--- src/rtl/axi4_pkg.sv ---
// -----------------------------------------------------------------------------
// axi4_pkg
// Shared definitions for the single-outstanding AXI4 master:
//   - default address/data widths and watchdog limit
//   - FSM state encoding
//   - watchdog counter width helper ($clog2(TIMEOUT_CYCLES)+1)
// -----------------------------------------------------------------------------
package axi4_pkg;

  localparam int AXI4_ADDR_W         = 32;
  localparam int AXI4_DATA_W         = 32;
  localparam int AXI4_TIMEOUT_CYCLES = 256;

  typedef enum logic [2:0] {
    ST_IDLE    = 3'd0,
    ST_WR_REQ  = 3'd1,
    ST_WR_RESP = 3'd2,
    ST_RD_REQ  = 3'd3,
    ST_RD_DATA = 3'd4,
    ST_DONE    = 3'd5
  } axi4_state_e;

  // One spare bit so the counter can hold TIMEOUT_CYCLES-1 for any limit.
  function automatic int axi4_ctr_width(input int timeout_cycles);
    return $clog2(timeout_cycles) + 1;
  endfunction

  localparam int AXI4_CTR_W = axi4_ctr_width(AXI4_TIMEOUT_CYCLES);

endpackage

--- src/rtl/axi4_timeout_ctr.sv ---
// -----------------------------------------------------------------------------
// axi4_timeout_ctr
// Watchdog for the AXI4 master. Counts completed waiting cycles of the
// current transaction and flags when the limit is hit.
// Ports:
//   clk, reset_n : clock, asynchronous active-low reset
//   clr          : restart the count (command accepted)
//   en           : master is waiting on the slave this cycle
//   expired      : abort the transaction on the coming edge
// -----------------------------------------------------------------------------
module axi4_timeout_ctr
  import axi4_pkg::*;
#(
  parameter int TIMEOUT_CYCLES = AXI4_TIMEOUT_CYCLES,
  parameter int CTR_W          = axi4_ctr_width(TIMEOUT_CYCLES)
) (
  input  logic clk,
  input  logic reset_n,
  input  logic clr,
  input  logic en,
  output logic expired
);

  // The count reaches TIMEOUT_CYCLES-1 on the edge after a cycle that sees
  // TIMEOUT_CYCLES-2, so the abort is taken on that same edge. Using >=
  // keeps the flag asserted if a partial handshake moved the FSM on to
  // another waiting state right at the limit.
  localparam logic [CTR_W-1:0] LAST_WAIT = CTR_W'(TIMEOUT_CYCLES - 2);

  logic [CTR_W-1:0] cnt_q;
  logic [CTR_W-1:0] cnt_d;

  always_comb begin
    cnt_d = cnt_q;
    if (clr) begin
      cnt_d = '0;
    end else if (en && (cnt_q != '1)) begin
      cnt_d = cnt_q + CTR_W'(1);
    end
  end

  always_ff @(posedge clk or negedge reset_n) begin
    if (!reset_n) begin
      cnt_q <= '0;
    end else begin
      cnt_q <= cnt_d;
    end
  end

  assign expired = en && (cnt_q >= LAST_WAIT);

endmodule

--- src/rtl/axi4_master.sv ---
// -----------------------------------------------------------------------------
// axi4_master
// Single-outstanding AXI4 master (reduced channel set: no ID/LEN/STRB/RESP).
// Converts a command/response handshake into one AW/W/B write or AR/R read.
// Ports:
//   clk, reset_n           : clock, asynchronous active-low reset
//   cmd_valid/cmd_ready    : command handshake; cmd_write selects direction,
//                            cmd_addr / cmd_wdata carry the request
//   rsp_valid              : one-cycle completion pulse with rsp_rdata/rsp_err
//   busy                   : high whenever the FSM is not idle
//   aw*/w*/b*/ar*/r*       : AXI4 master channels
// Build option:
//   AXI4_MASTER_TIMEOUT_EN : adds a watchdog that aborts a transaction after
//                            TIMEOUT_CYCLES with rsp_err=1. Without it the
//                            master waits indefinitely and rsp_err stays 0.
// All outputs are registered.
// -----------------------------------------------------------------------------
module axi4_master
  import axi4_pkg::*;
#(
  parameter int ADDR_W         = AXI4_ADDR_W,
  parameter int DATA_W         = AXI4_DATA_W,
  parameter int TIMEOUT_CYCLES = AXI4_TIMEOUT_CYCLES
) (
  input  logic              clk,
  input  logic              reset_n,
  input  logic              cmd_valid,
  output logic              cmd_ready,
  input  logic              cmd_write,
  input  logic [ADDR_W-1:0] cmd_addr,
  input  logic [DATA_W-1:0] cmd_wdata,
  output logic              rsp_valid,
  output logic [DATA_W-1:0] rsp_rdata,
  output logic              rsp_err,
  output logic              busy,
  output logic [ADDR_W-1:0] awaddr,
  output logic              awvalid,
  input  logic              awready,
  output logic [DATA_W-1:0] wdata,
  output logic              wvalid,
  input  logic              wready,
  input  logic              bvalid,
  output logic              bready,
  output logic [ADDR_W-1:0] araddr,
  output logic              arvalid,
  input  logic              arready,
  input  logic [DATA_W-1:0] rdata,
  input  logic              rvalid,
  output logic              rready
);

  axi4_state_e       state_q,     state_d;
  logic              cmd_ready_q, cmd_ready_d;
  logic              busy_q,      busy_d;
  logic [ADDR_W-1:0] addr_q,      addr_d;
  logic [DATA_W-1:0] wdata_q,     wdata_d;
  logic              awvalid_q,   awvalid_d;
  logic              wvalid_q,    wvalid_d;
  logic              bready_q,    bready_d;
  logic              arvalid_q,   arvalid_d;
  logic              rready_q,    rready_d;
  logic              rsp_valid_q, rsp_valid_d;
  logic [DATA_W-1:0] rsp_rdata_q, rsp_rdata_d;
  logic              rsp_err_q,   rsp_err_d;

  logic cmd_fire;
  logic timeout_hit;
  logic abort;

  assign cmd_fire = cmd_valid && cmd_ready_q;

`ifdef AXI4_MASTER_TIMEOUT_EN
  logic wait_state;

  assign wait_state = (state_q == ST_WR_REQ)  || (state_q == ST_WR_RESP) ||
                      (state_q == ST_RD_REQ)  || (state_q == ST_RD_DATA);

  axi4_timeout_ctr #(
    .TIMEOUT_CYCLES (TIMEOUT_CYCLES)
  ) u_timeout_ctr (
    .clk     (clk),
    .reset_n (reset_n),
    .clr     (cmd_fire),
    .en      (wait_state),
    .expired (timeout_hit)
  );
`else
  assign timeout_hit = 1'b0;
`endif

  always_comb begin
    state_d     = state_q;
    addr_d      = addr_q;
    wdata_d     = wdata_q;
    awvalid_d   = awvalid_q;
    wvalid_d    = wvalid_q;
    arvalid_d   = arvalid_q;
    bready_d    = 1'b0;
    rready_d    = 1'b0;
    rsp_valid_d = 1'b0;
    rsp_rdata_d = rsp_rdata_q;
    abort       = 1'b0;

    unique case (state_q)
      ST_IDLE: begin
        if (cmd_fire) begin
          addr_d = cmd_addr;
          if (cmd_write) begin
            wdata_d   = cmd_wdata;
            awvalid_d = 1'b1;
            wvalid_d  = 1'b1;
            state_d   = ST_WR_REQ;
          end else begin
            arvalid_d = 1'b1;
            state_d   = ST_RD_REQ;
          end
        end
      end

      ST_WR_REQ: begin
        // AW and W retire independently; leave once both valids have dropped.
        if (awvalid_q && awready) awvalid_d = 1'b0;
        if (wvalid_q && wready)   wvalid_d  = 1'b0;
        if (!awvalid_d && !wvalid_d) begin
          bready_d = 1'b1;
          state_d  = ST_WR_RESP;
        end else if (timeout_hit) begin
          abort = 1'b1;
        end
      end

      ST_WR_RESP: begin
        if (bvalid && bready_q) begin
          rsp_valid_d = 1'b1;
          rsp_rdata_d = '0;
          state_d     = ST_DONE;
        end else if (timeout_hit) begin
          abort = 1'b1;
        end else begin
          bready_d = 1'b1;
        end
      end

      ST_RD_REQ: begin
        if (arready) begin
          arvalid_d = 1'b0;
          rready_d  = 1'b1;
          state_d   = ST_RD_DATA;
        end else if (timeout_hit) begin
          abort = 1'b1;
        end
      end

      ST_RD_DATA: begin
        if (rvalid && rready_q) begin
          rsp_valid_d = 1'b1;
          rsp_rdata_d = rdata;
          state_d     = ST_DONE;
        end else if (timeout_hit) begin
          abort = 1'b1;
        end else begin
          rready_d = 1'b1;
        end
      end

      ST_DONE: begin
        state_d = ST_IDLE;
      end

      default: begin
        state_d = ST_IDLE;
      end
    endcase

    // Watchdog abort: withdraw everything and report an error completion.
    if (abort) begin
      awvalid_d   = 1'b0;
      wvalid_d    = 1'b0;
      arvalid_d   = 1'b0;
      bready_d    = 1'b0;
      rready_d    = 1'b0;
      rsp_valid_d = 1'b1;
      rsp_rdata_d = '0;
      state_d     = ST_DONE;
    end

    // Pulses with rsp_valid only; constant 0 when the watchdog is not built.
    rsp_err_d   = abort;
    cmd_ready_d = (state_d == ST_IDLE);
    busy_d      = (state_d != ST_IDLE);
  end

  always_ff @(posedge clk or negedge reset_n) begin
    if (!reset_n) begin
      state_q     <= ST_IDLE;
      cmd_ready_q <= 1'b0;
      busy_q      <= 1'b0;
      addr_q      <= '0;
      wdata_q     <= '0;
      awvalid_q   <= 1'b0;
      wvalid_q    <= 1'b0;
      bready_q    <= 1'b0;
      arvalid_q   <= 1'b0;
      rready_q    <= 1'b0;
      rsp_valid_q <= 1'b0;
      rsp_rdata_q <= '0;
      rsp_err_q   <= 1'b0;
    end else begin
      state_q     <= state_d;
      cmd_ready_q <= cmd_ready_d;
      busy_q      <= busy_d;
      addr_q      <= addr_d;
      wdata_q     <= wdata_d;
      awvalid_q   <= awvalid_d;
      wvalid_q    <= wvalid_d;
      bready_q    <= bready_d;
      arvalid_q   <= arvalid_d;
      rready_q    <= rready_d;
      rsp_valid_q <= rsp_valid_d;
      rsp_rdata_q <= rsp_rdata_d;
      rsp_err_q   <= rsp_err_d;
    end
  end

  assign cmd_ready = cmd_ready_q;
  assign busy      = busy_q;
  assign awaddr    = addr_q;
  assign araddr    = addr_q;
  assign wdata     = wdata_q;
  assign awvalid   = awvalid_q;
  assign wvalid    = wvalid_q;
  assign bready    = bready_q;
  assign arvalid   = arvalid_q;
  assign rready    = rready_q;
  assign rsp_valid = rsp_valid_q;
  assign rsp_rdata = rsp_rdata_q;
  assign rsp_err   = rsp_err_q;

endmodule

--- config.mk ---
export PLATFORM = sky130hd
export DESIGN_NAME = axi4_master
export DESIGN_NICKNAME = d
export VERILOG_FILES = /design/src/rtl/axi4_pkg.sv /design/src/rtl/axi4_timeout_ctr.sv /design/src/rtl/axi4_master.sv
export SDC_FILE = /design/constraint.sdc
export NUM_CORES = 1
export LEC_CHECK = 0
export CORE_MARGIN = 5
export CORE_UTILIZATION = 30
export DETAILED_ROUTE_END_ITERATION = 10
export DONT_BUFFER_PORTS = 1
export GPL_ROUTABILITY_DRIVEN = 0
export PLACE_DENSITY = 0.54
export SLEW_MARGIN = 15
export SYNTH_ARGS = -nofsm -noshare
export SYNTH_HDL_FRONTEND = slang
export SYNTH_SLANG_ARGS = --single-unit
--- constraint.sdc ---
create_clock -name clk -period 2.7 [get_ports clk]
set_clock_uncertainty 0.05 [all_clocks]
set_input_delay 0 -clock clk [delete_from_list [all_inputs] [get_ports clk]]
set_output_delay 0 -clock clk [all_outputs]
set_load 0.1 [all_outputs]
==> out/results.ini <==
[synthesis]
ys_seq_area_frac=0.596
synth_top_area_cell=dfrtp_1
syn_area_sq_um=4490
synth_xor_area_frac=0
postSynthAreaPerCell_sq_um=10.6
synthAdderAreaFrac=0
ys_seq_elements=107
synth_top_family_by_area=simple AND/OR/NAND/NOR gates
synth_top_area_share=0.596
synth_compound_area_frac=0.0496
muxShareOfSynthArea=0.104
ys.warnings.count=0
synth_simple_gate_area_frac=0.167
synthCells=422
yosys.cell_types.count=28
synth_area_leaders=dfrtp_1 (60%), nand2_1 (14%), mux2_4 (9.4%)
syn_nets=527

[cells_and_area]
area_growth_pct=42.3
multi_input_area_sq_um=1450
fillers=1344
regArea_sq_um=2720
postLayoutCoreUtil=0.438
drive_gt1_frac=0.276
nNetsFinal=666

[floorplan]
start_util=0.308
std_cell_rows=44
die_h_microns=132
coreArea_sq_um=14600
die_area_sq_um=17500
io_pins=242
die_w_microns=132

[setup_path]
ff2ff_path_depth=6
slowest_delay_ns=0.61
cp_num_cells=6
end_kind=flip-flop
path_delay_family=buffers and inverters
startpoint=awvalid
cp-start-kind=flip-flop
critPathSlowestCell=dlygate4sd3_1
critical_path.max_fanout=3
critPathBufInv=2
worstReg2RegStart=awvalid
worstSetupPathType=reg -> reg
crit_arrival_ns=2.45
path_cells=buf_4, nand2b_1, a32oi_1, o211ai_1, dlygate4sd3_1, or3_1
required_ns=2.88

[cts]
cts_buffer_depth=2
clock_latency_ns=0.35
post_cts.repair.setup_buffers=0
clk_pin_slew_ns=0.07
cts_buffers=9
cts_max_level=3
cts_num_sinks=107
cts_tree=done
cts-root-buf=clkbuf_16

[timing]
finalHoldViolCount=0
holdWs_ns=0.112
min_period_ns=2.28
max_freq_mhz=439
slew_viol_final=0
period_share=0.843
finalSetupTns_ns=0
worst_slew_pin_slew_ns=0.939
setup_viol=0
rsz0062_at_grt=false
slew_headroom=0.374

[drt]
ant_nets=0
viasPerCell=4.44
firstDrtPassIters=4
wl_microns=11600
drc=0
drtIter0Drc=114
dr_total_vias=3332
wl_per_cell_microns=15.4

[global_routing]
grt_pass1_wl_microns=19000
grt_overflow_total=0
track_usage=0.134
grt_max_degree=108
grt_pass1_vias=3625
antenna_found_initial=1

[hold_path]
hp-start=cmd_valid
hold_path_class=in -> reg
whs_path_depth=3

[place]
io_buffers=0
hpwl_microns=7740

[outcome]
status=complete, no violations

[run]
cap_violations=0

-- state kept, by name, summed over array words and instances (netlist names) --
signal / flops
awvalid: 1
rsp_rdata: 32
rsp_valid: 1
bready: 1
rready: 1
cmd_ready: 1
wdata: 32
state_q: 3
araddr: 32
busy: 1
arvalid: 1
wvalid: 1
-- worst register-to-register path, stage by stage (launching register included) --
cell and delay (ns):
dfrtp_1 0.33, buf_4 0.30, nand2b_1 0.12, a32oi_1 0.25
o211ai_1 0.13, dlygate4sd3_1 0.61, or3_1 0.38
-- Yosys cell counts (all sizes together) --
master,n
dfrtp,107
conb,1
nor2b,1
inv,4
nand3b,2
mux2,32
and4b,1
buf,39
or3,1
clkbuf,15
nand2b,2
nand3,1
a22oi,2
nor3,1
a21o,2
nand4b,3
nor3b,3
a32oi,1
nand2,167
o21ai,34
o211ai,1
a31oi,1
nor2,1
-- metal layers --
metal / wire length, microns / up-vias / track usage / part of all wire
met3: 1030 / 21 / 0.0534 / 0.089
li1: - / 1592 / - / -
met5: 0 / - / 0 / 0
met2: 5700 / 181 / 0.224 / 0.49
met1: 4580 / 1538 / 0.153 / 0.40
met4: 257 / 0 / 0.0543 / 0.022
-- kinds of logic (layout without fill, tap and decap cells) --
kind of cell / Yosys count / in the layout
DFF: 107 / 107
other: 1 / 2
AOI/OAI and AO/OA: 41 / 41
and+or+nand+nor: 183 / 183
buffers and inverters: 58 / 202
muxes: 32 / 32
-- layout make-up --
cell class                      count  area share
Tap cell                          184      0.0360
Multi-Input combinational cell    257       0.227
Antenna cell                        1    0.000392
Timing Repair Buffer              182       0.259
Clock inverter                      4      0.0116
Inverter                            4     0.00235
Sequential cell                   107       0.425
Clock buffer                       12      0.0386
-- per-stage QoR --
stage	cells	instance area, sq um	worst slack [ns]
after global routing	751	6390	0.355
after detailed placement	626	4970	0.778
after global placement	626	4970	0.862
final	751	6390	0.423
after CTS	750	6390	0.432
after floorplan	422	4490	0.640
-- final timing paths --
path | to | slack (ns)
max | busy | 0.42
min | cmd_ready | 0.11
min reg2reg | araddr[10] | 0.43
min in group asynchronous | wdata[25] | 0.21
max reg2reg | busy | 0.42
max in group asynchronous | wdata[9] | 1.97
-- repair_timing --
| action | in CTS | in global routing |
|---|---|---|
| gates resized for setup | 0 | 0 |
| hold endpoints to repair | 213 | 0 |
| endpoints found under the setup margin | 0 | 0 |
| hold buffers | 108 | 0 |
-- layout by cell type (no fill, tap or decap), drive strengths merged, types with 3 or more instances in the layout --
master,synthesis,routed
dlygate4sd3,0,107
dfrtp,107,107
nor3b,3,3
buf,39,75
o21ai,34,34
clkbuf,15,12
inv,4,4
mux2,32,32
nand2,167,167
nand4b,3,3
Power is not shown: default switching activity piles up to over one toggle a cycle in this logic, so the estimate is an artifact.
